File: config.mk
export PLATFORM = sky130hd
export DESIGN_NAME = ex_mem_stage
export DESIGN_NICKNAME = d
export VERILOG_FILES = /design/src/rtl/cpu_pkg.sv /design/src/rtl/branch_resolve.sv /design/src/rtl/ex_mem_stage.sv
export SDC_FILE = /design/constraint.sdc
export NUM_CORES = 1
export LEC_CHECK = 0
export ABC_AREA = 1
export CAP_MARGIN = 10
export CORE_MARGIN = 4
export CORE_UTILIZATION = 40
export DETAILED_ROUTE_END_ITERATION = 10
export GPL_ROUTABILITY_DRIVEN = 1
export PLACE_DENSITY_LB_ADDON = 0.15
export SYNTH_ARGS = -nofsm -noshare
export SYNTH_HDL_FRONTEND = slang
export SYNTH_SLANG_ARGS = --single-unit
export TNS_END_PERCENT = 10
File: constraint.sdc
create_clock -name i_clk -period 1.1 [get_ports i_clk]
set_input_delay 0.22 -clock i_clk [delete_from_list [all_inputs] [get_ports i_clk]]
set_output_delay 0.22 -clock i_clk [all_outputs]
set_load 0.03 [all_outputs]
File: src/rtl/cpu_pkg.sv
// Shared CPU pipeline types: datapath widths and the EX/MEM control bundle,
// reused by the earlier pipeline registers.
package cpu_pkg;

  localparam int XLEN = 32;
  localparam int RA_W = 5;

  typedef struct packed {
    logic            MemRead;
    logic            MemWrite;
    logic            MemtoReg;
    logic            RegWrite;
    logic [RA_W-1:0] rd_waddr;
  } ex_mem_ctrl_t;

endpackage

File: src/rtl/branch_resolve.sv
// Pure combinational branch/jump resolution from the execute-stage ALU flags.
module branch_resolve #(
  parameter int XLEN = 32
) (
  input  logic            i_Jump,
  input  logic            i_jalr,
  input  logic            i_BranchEqual,
  input  logic            i_BranchLT,
  input  logic            i_br_invert,
  input  logic            i_eq,
  input  logic            i_slt,
  input  logic [XLEN-1:0] i_result,
  input  logic [XLEN-1:0] i_target,
  output logic            o_taken,
  output logic [XLEN-1:0] o_tgt,
  output logic            o_misaligned
);

  logic cmp;

  // funct3[0] flips beq->bne and blt->bge, so one XOR covers both pairs.
  assign cmp          = (i_BranchEqual & (i_eq  ^ i_br_invert))
                      | (i_BranchLT    & (i_slt ^ i_br_invert));
  assign o_taken      = i_Jump | cmp;
  assign o_tgt        = i_jalr ? {i_result[XLEN-1:1], 1'b0} : i_target;
  assign o_misaligned = o_taken & (o_tgt[1:0] != 2'b00);

endmodule

File: src/rtl/ex_mem_stage.sv
// EX/MEM pipeline register: resolves control flow, registers EX results and
// raises a one-shot redirect from registered state only.
module ex_mem_stage #(
  parameter int XLEN = 32,
  parameter int RA_W = 5
) (
  input  logic            i_clk,
  input  logic            i_rst_n,
  input  logic            i_valid,
  input  logic            i_stall,
  input  logic            i_flush,
  input  logic [XLEN-1:0] i_result,
  input  logic            i_eq,
  input  logic            i_slt,
  input  logic [XLEN-1:0] i_target,
  input  logic [XLEN-1:0] i_PC4,
  input  logic [XLEN-1:0] i_uimm,
  input  logic [XLEN-1:0] i_reg2,
  input  logic            i_Jump,
  input  logic            i_jalr,
  input  logic            i_BranchEqual,
  input  logic            i_BranchLT,
  input  logic            i_br_invert,
  input  logic            i_MemRead,
  input  logic            i_MemWrite,
  input  logic            i_MemtoReg,
  input  logic            i_RegWrite,
  input  logic            i_IsUInstruct,
  input  logic [RA_W-1:0] i_rd_waddr,
  output logic            o_valid,
  output logic [XLEN-1:0] o_result,
  output logic [XLEN-1:0] o_store_data,
  output logic [XLEN-1:0] o_wb_data,
  output logic [RA_W-1:0] o_rd_waddr,
  output logic            o_RegWrite,
  output logic            o_MemRead,
  output logic            o_MemWrite,
  output logic            o_MemtoReg,
  output logic            o_redirect,
  output logic [XLEN-1:0] o_redirect_pc,
  output logic            o_misaligned
);

  import cpu_pkg::*;

  logic            ex_taken;
  logic            ex_mis;
  logic [XLEN-1:0] ex_tgt;
  logic [XLEN-1:0] ex_wb;
  ex_mem_ctrl_t    ex_ctrl;
  logic            load;

  logic            valid_q,  valid_d;
  logic            taken_q,  taken_d;
  logic            mis_q,    mis_d;
  logic            done_q,   done_d;
  logic [XLEN-1:0] tgt_q,    tgt_d;
  logic [XLEN-1:0] result_q, result_d;
  logic [XLEN-1:0] store_q,  store_d;
  logic [XLEN-1:0] wb_q,     wb_d;
  ex_mem_ctrl_t    ctrl_q,   ctrl_d;

  branch_resolve #(.XLEN(XLEN)) u_branch_resolve (
    .i_Jump        (i_Jump),
    .i_jalr        (i_jalr),
    .i_BranchEqual (i_BranchEqual),
    .i_BranchLT    (i_BranchLT),
    .i_br_invert   (i_br_invert),
    .i_eq          (i_eq),
    .i_slt         (i_slt),
    .i_result      (i_result),
    .i_target      (i_target),
    .o_taken       (ex_taken),
    .o_tgt         (ex_tgt),
    .o_misaligned  (ex_mis)
  );

  assign load    = ~i_stall;
  assign ex_wb   = i_Jump ? i_PC4 : (i_IsUInstruct ? i_uimm : i_result);
  assign ex_ctrl = '{MemRead:  i_MemRead,  MemWrite: i_MemWrite,
                     MemtoReg: i_MemtoReg, RegWrite: i_RegWrite,
                     rd_waddr: i_rd_waddr};

  always_comb begin
    // NOTE: every _d starts as its _q so no path through this block infers a latch.
    valid_d  = valid_q;
    taken_d  = taken_q;
    mis_d    = mis_q;
    done_d   = done_q;
    tgt_d    = tgt_q;
    result_d = result_q;
    store_d  = store_q;
    wb_d     = wb_q;
    ctrl_d   = ctrl_q;
    if (load) begin
      // Whatever sits in EX while we redirect is wrong-path: capture it as a bubble.
      valid_d  = i_valid & ~o_redirect;
      taken_d  = ex_taken;
      mis_d    = ex_mis;
      tgt_d    = ex_tgt;
      result_d = i_result;
      store_d  = i_reg2;
      wb_d     = ex_wb;
      ctrl_d   = ex_ctrl;
      done_d   = 1'b0;
    end else if (o_redirect) begin
      done_d = 1'b1;
    end
    // Flush beats stall: only the valid bit drops, payload stays put.
    if (i_flush) begin
      valid_d = 1'b0;
      done_d  = 1'b0;
    end
  end

  always_ff @(posedge i_clk or negedge i_rst_n) begin
    if (!i_rst_n) begin
      valid_q  <= 1'b0;
      taken_q  <= 1'b0;
      mis_q    <= 1'b0;
      done_q   <= 1'b0;
      tgt_q    <= '0;
      result_q <= '0;
      store_q  <= '0;
      wb_q     <= '0;
      ctrl_q   <= '0;
    end else begin
      // NOTE: non-blocking so every flop samples pre-edge values regardless of order.
      valid_q  <= valid_d;
      taken_q  <= taken_d;
      mis_q    <= mis_d;
      done_q   <= done_d;
      tgt_q    <= tgt_d;
      result_q <= result_d;
      store_q  <= store_d;
      wb_q     <= wb_d;
      ctrl_q   <= ctrl_d;
    end
  end

  assign o_redirect    = valid_q & taken_q & ~mis_q & ~done_q;
  assign o_redirect_pc = tgt_q;
  assign o_misaligned  = valid_q & taken_q & mis_q;
  assign o_valid       = valid_q;
  assign o_result      = result_q;
  assign o_store_data  = store_q;
  assign o_wb_data     = wb_q;
  assign o_rd_waddr    = ctrl_q.rd_waddr;
  assign o_RegWrite    = valid_q & ctrl_q.RegWrite;
  assign o_MemRead     = valid_q & ctrl_q.MemRead;
  assign o_MemWrite    = valid_q & ctrl_q.MemWrite;
  assign o_MemtoReg    = ctrl_q.MemtoReg;

endmodule
## Word-level counts from Yosys, hierarchy flattened

Index checks and enable logic that the tools add are counted.
Widths: inputs -> output; s select.

- Bits in registers: 141
- Bits of input ports: 182

- Equal/unequal tests: 2
- Multiplexer cells: 8
- Bitwise gates (word level): 18
- Reductions and logical operators: 1

Operators with widths:

| operator | count |
|---|---|
| $mux 32 | 3 |
| $and 1x1->1 | 11 |
| $mux 1 | 5 |
| $ne 3x1->1 const B | 1 |
| $not 1->1 | 3 |
| $ne 2x1->1 const B | 1 |
| $or 1x1->1 | 2 |
| $reduce_bool 2->1 | 1 |
| $xor 1x1->1 | 2 |

## Depth between registers and ports, before layout

- Depth in word-level cells: 7
- Gate-level depth with buffers: 7

## By module

From an unflattened synthesis, not the netlist that was laid out.

- Cell total of the unflattened synthesis: 904
- Area, all modules: 6580.1 um2

By module, submodules not included:

| module | times used | cells each | area each (um2) | sequential area each (um2) |
|---|---|---|---|---|
| ex_mem_stage | 1 | 787 | 6118.4 | 3528.4 |
| branch_resolve | 1 | 117 | 461.7 | 0.0 |

## Worst setup path after synthesis

No wires, ideal clock.

- Kind: register to output
- Start: register valid_q (netlist: o_valid)
- End: output port o_misaligned
- Data arrival time: 1065 ps
- Data required time: 880 ps
- Setup slack: -185 ps
- Cell stages (with the launch flop): 3
- Path buffers: 0
- Path through: dfrtp_1 -> nand2_1 -> nor2_1

- Longest elaborated chain between the ends: 2

RTL lines:

| element | RTL line | RTL |
|---|---|---|
| start, declared | ex_mem_stage.sv:53 | `logic valid_q, valid_d;` |
| start signal, assigned | ex_mem_stage.sv:129 | `valid_q <= valid_d;` |
| $and 1x1->1 (2 in series) | ex_mem_stage.sv:143 | `assign o_misaligned = valid_q & taken_q & mis_q;` |
| end, declared | ex_mem_stage.sv:41 | `output logic o_misaligned` |

Every way passes these cells.

## Worst setup path after layout

Ends and elaborated chain as after synthesis.

==> results.md <==
* Number of remaining DRC errors at 0
* RSZ-0062 raised after global routing: true
* Critical path launch point type: flip-flop
* Crit path arrival time at ~1.2 ns
* Max clock buf depth at 2
* Overall routing resource usage at about 25%
* Die area at 17600 µm²
* Post-route minimum period at 1.43 ns
* Final Hold Fails at 0
* Fin Clk Skew at just over 0.007 ns
* Slew of the pin with the lowest slew margin at 0.414 ns
* Drt pass-1 iters at 5
* Core area at 15200 µm²
* Vias in the first global route at about 6500
* Syn_area_per_cell at 8.03 µm²
* Flop pwr share at between 30 and 40%
* Post-Layout Cell Count at 1317
* Critical-path top delay cell: dfrtp_2
* P_sw at 4840 µW
* Pint at roughly 11000 µW
* Layout cell share with drive strength beyond 1 at 21.0%
* Wire length per cell at 16.8 µm
* FF+latch area at 3530 µm²
* Critical Path RT at about 0.9 ns
* Reg2reg setup slack at 0.16 ns
* Count of warnings emitted by yosys at 0
* Worst Hold Class: input port to flip-flop
* Max-cap check violation count at 0
* Initial antenna violation count at 1
* Most frequent cells in the layout: nand2_1 (259), clkdlybuf4s50_1 (178), buf_6 (142), dfrtp_1 (140), a21oi_1 (121)
* # fillers at ~1200
* Max IR drop VDD at 0.989 mV
* Area grow syn2layout at 73.8%
* Slew HR at roughly 72%
* Leak at between 0.005 and 0.006 µW
* GR Overflow Total at 0
* Synthesized net count at 956
* Commonest non-fill, non-tap cell in the layout: nand2_1
* Max FO, Critical Path at 7
* First-pass GRT wire length at ~35 mm
* GP Congestion at 0.851
* Total Routed Length at 22.1 mm
* Post-Route Setup TNS at -11.52 ns
* Yosys reg bits at 141
* Post-route ant nets at 0
* Combined area of the multi-input logic cells at 2260 µm²
* Comb pwr share at 26.6%
* Critical Path, Cell by Cell: nand2_1 -> nor2_2 -> buf_6
* Largest stage delay on the critical path at 0.43 ns
* Synth cell types at 16
* Post-synthesis sequential area ratio at 56.8%
* Placed Cells at 1277
* Largest net degree at the start of global routing at 56
* Initial Util at roughly 40%
* Final worst slack at -0.327 ns
* Post-placement worst setup slack at -0.336 ns
* Root buf cell: clkbuf_16
* DP HPWL at around 16 mm
* Crit. End Element: output pin
* Antenna Cells at 0
* Slew Viols, Final at 0
* Die Wd at 133 µm
* TritonCTS clock tree: built
* Total Nets Final at 1298
* Row count at 45
* Power Density at 1490 nW/µm²
* Synthesized area at 6220 µm²
* First DRT Iteration DRCs at between 300 and 400
* Max Fclk at 701 MHz
* Clock transition at path regs at 0.06 ns
* Io pins at approximately 320
* Via/cell ratio at just under 5
* TritonCTS Buffers at 17
* Status: complete, but fails checks
* Switch share at 30.1%
* Crit share post-route at 130%
* Clk_lat worst skew at between 0.4 and 0.5 ns
* H-tree depth at 4
* Gate Count Post-Synth at 774
* Clock sinks at 141
* PortBufs at between 300 and 400
* Clock Power Share at a little over a third
* # setup viols final at 140
* DR vias at 6509
* Violated checks: setup timing
* Crit path kind: flip-flop to output pin
* Overall die height at between 100 and 150 µm
-- routing by layer --
layer  vias to the layer above  global-route usage (%)  share of wire, %
met5                         -                       0             0.050
met4                         2                    10.5               3.1
met3                        46                    7.72               7.7
met2                       251                    42.3                50
met1                      3073                    29.8                39
li1                       3137                       -                 -
-- power by group through the flow --
stage	clock (µW)	sequential, µW	combinational (µW)
6_report	5730	6080	4270
5_1_grt	6030	6150	4550
4_1_cts	5850	6080	4280
3_5_place_dp	0	6070	3940
3_3_place_gp	0	6060	3910
2_1_floorplan	0	7000	918
-- final cells by class --
class | instances | area share [%]
clock buffer | 22 | 4.39
clock inverter | 10 | 1.05
inverter | 45 | 1.58
multi-input combinational | 534 | 20.9
sequential | 141 | 32.7
tap | 188 | 2.18
timing repair buffer | 377 | 37.2
-- path summary, 6_finish.rpt --
check | start | end | cells after the start
setup / recovery | o_valid | o_misaligned | 3
hold / removal | i_stall | o_result[1] | 2
setup reg to reg | o_valid | o_valid | 4
hold reg to reg | ctrl_q[5] | ctrl_q[5] | 2
max in group asynchronous | i_rst_n | o_redirect_pc[1] | 3
min in group asynchronous | i_rst_n | o_rd_waddr[2] | 2
-- what timing repair did --
action	CTS	global route
endpoints found under the setup margin	140	141
pin swaps	3	1
setup buffers	4	3
gates resized for setup	141	4
hold buffers	1	0
hold endpoints to repair	141	0
-- state kept, by name, indices dropped and copies added, names as in the netlist --
| signal | cells |
|---|---|
| o_store_data | 32 |
| o_result | 32 |
| o_redirect_pc | 32 |
| taken_q | 1 |
| mis_q | 1 |
| o_valid | 1 |
| done_q | 1 |
| o_rd_waddr | 5 |
| ctrl_q | 3 |
| o_wb_data | 32 |
| o_MemtoReg | 1 |
-- through the flow --
stage	hold WS, ns	util [%]	total power, µW	cell area (µm²)
after floorplan	-0.0756	-	7920	6220
after global placement	0.100	63.3	9960	9620
after detailed placement	0.0985	63.3	10000	9620
after CTS	0.106	70.9	16200	10800
after global routing	0.149	71.1	16700	10800
final	0.121	71.1	16100	10800
-- synthesized netlist by cell type (all sizes together) --
library cell    n  area share (%)
a21oi         121             9.7
buf            37             3.2
clkbuf         17             1.0
dfrtp         141              57
inv            45             2.7
nand2         259              16
nand3           4            0.32
nand4           1            0.10
nor2           87             5.3
o211ai          4            0.48
o21ai          57             4.6
or2             1            0.10
-- kinds of logic after synthesis --
group,after synthesis,share of synthesized area [%]
compound gates,182,14.8
simple gates,352,21.5
buf+inv,99,6.96
flops,141,56.8
-- worst max-delay path: cells and delay by family, from the launching register on --
kind,cells,cell delay (ns)
DFF,1,0.43
buffers and inverters,1,0.15
and+or+nand+nor,2,0.20
Power figures use the tool's default switching activity.
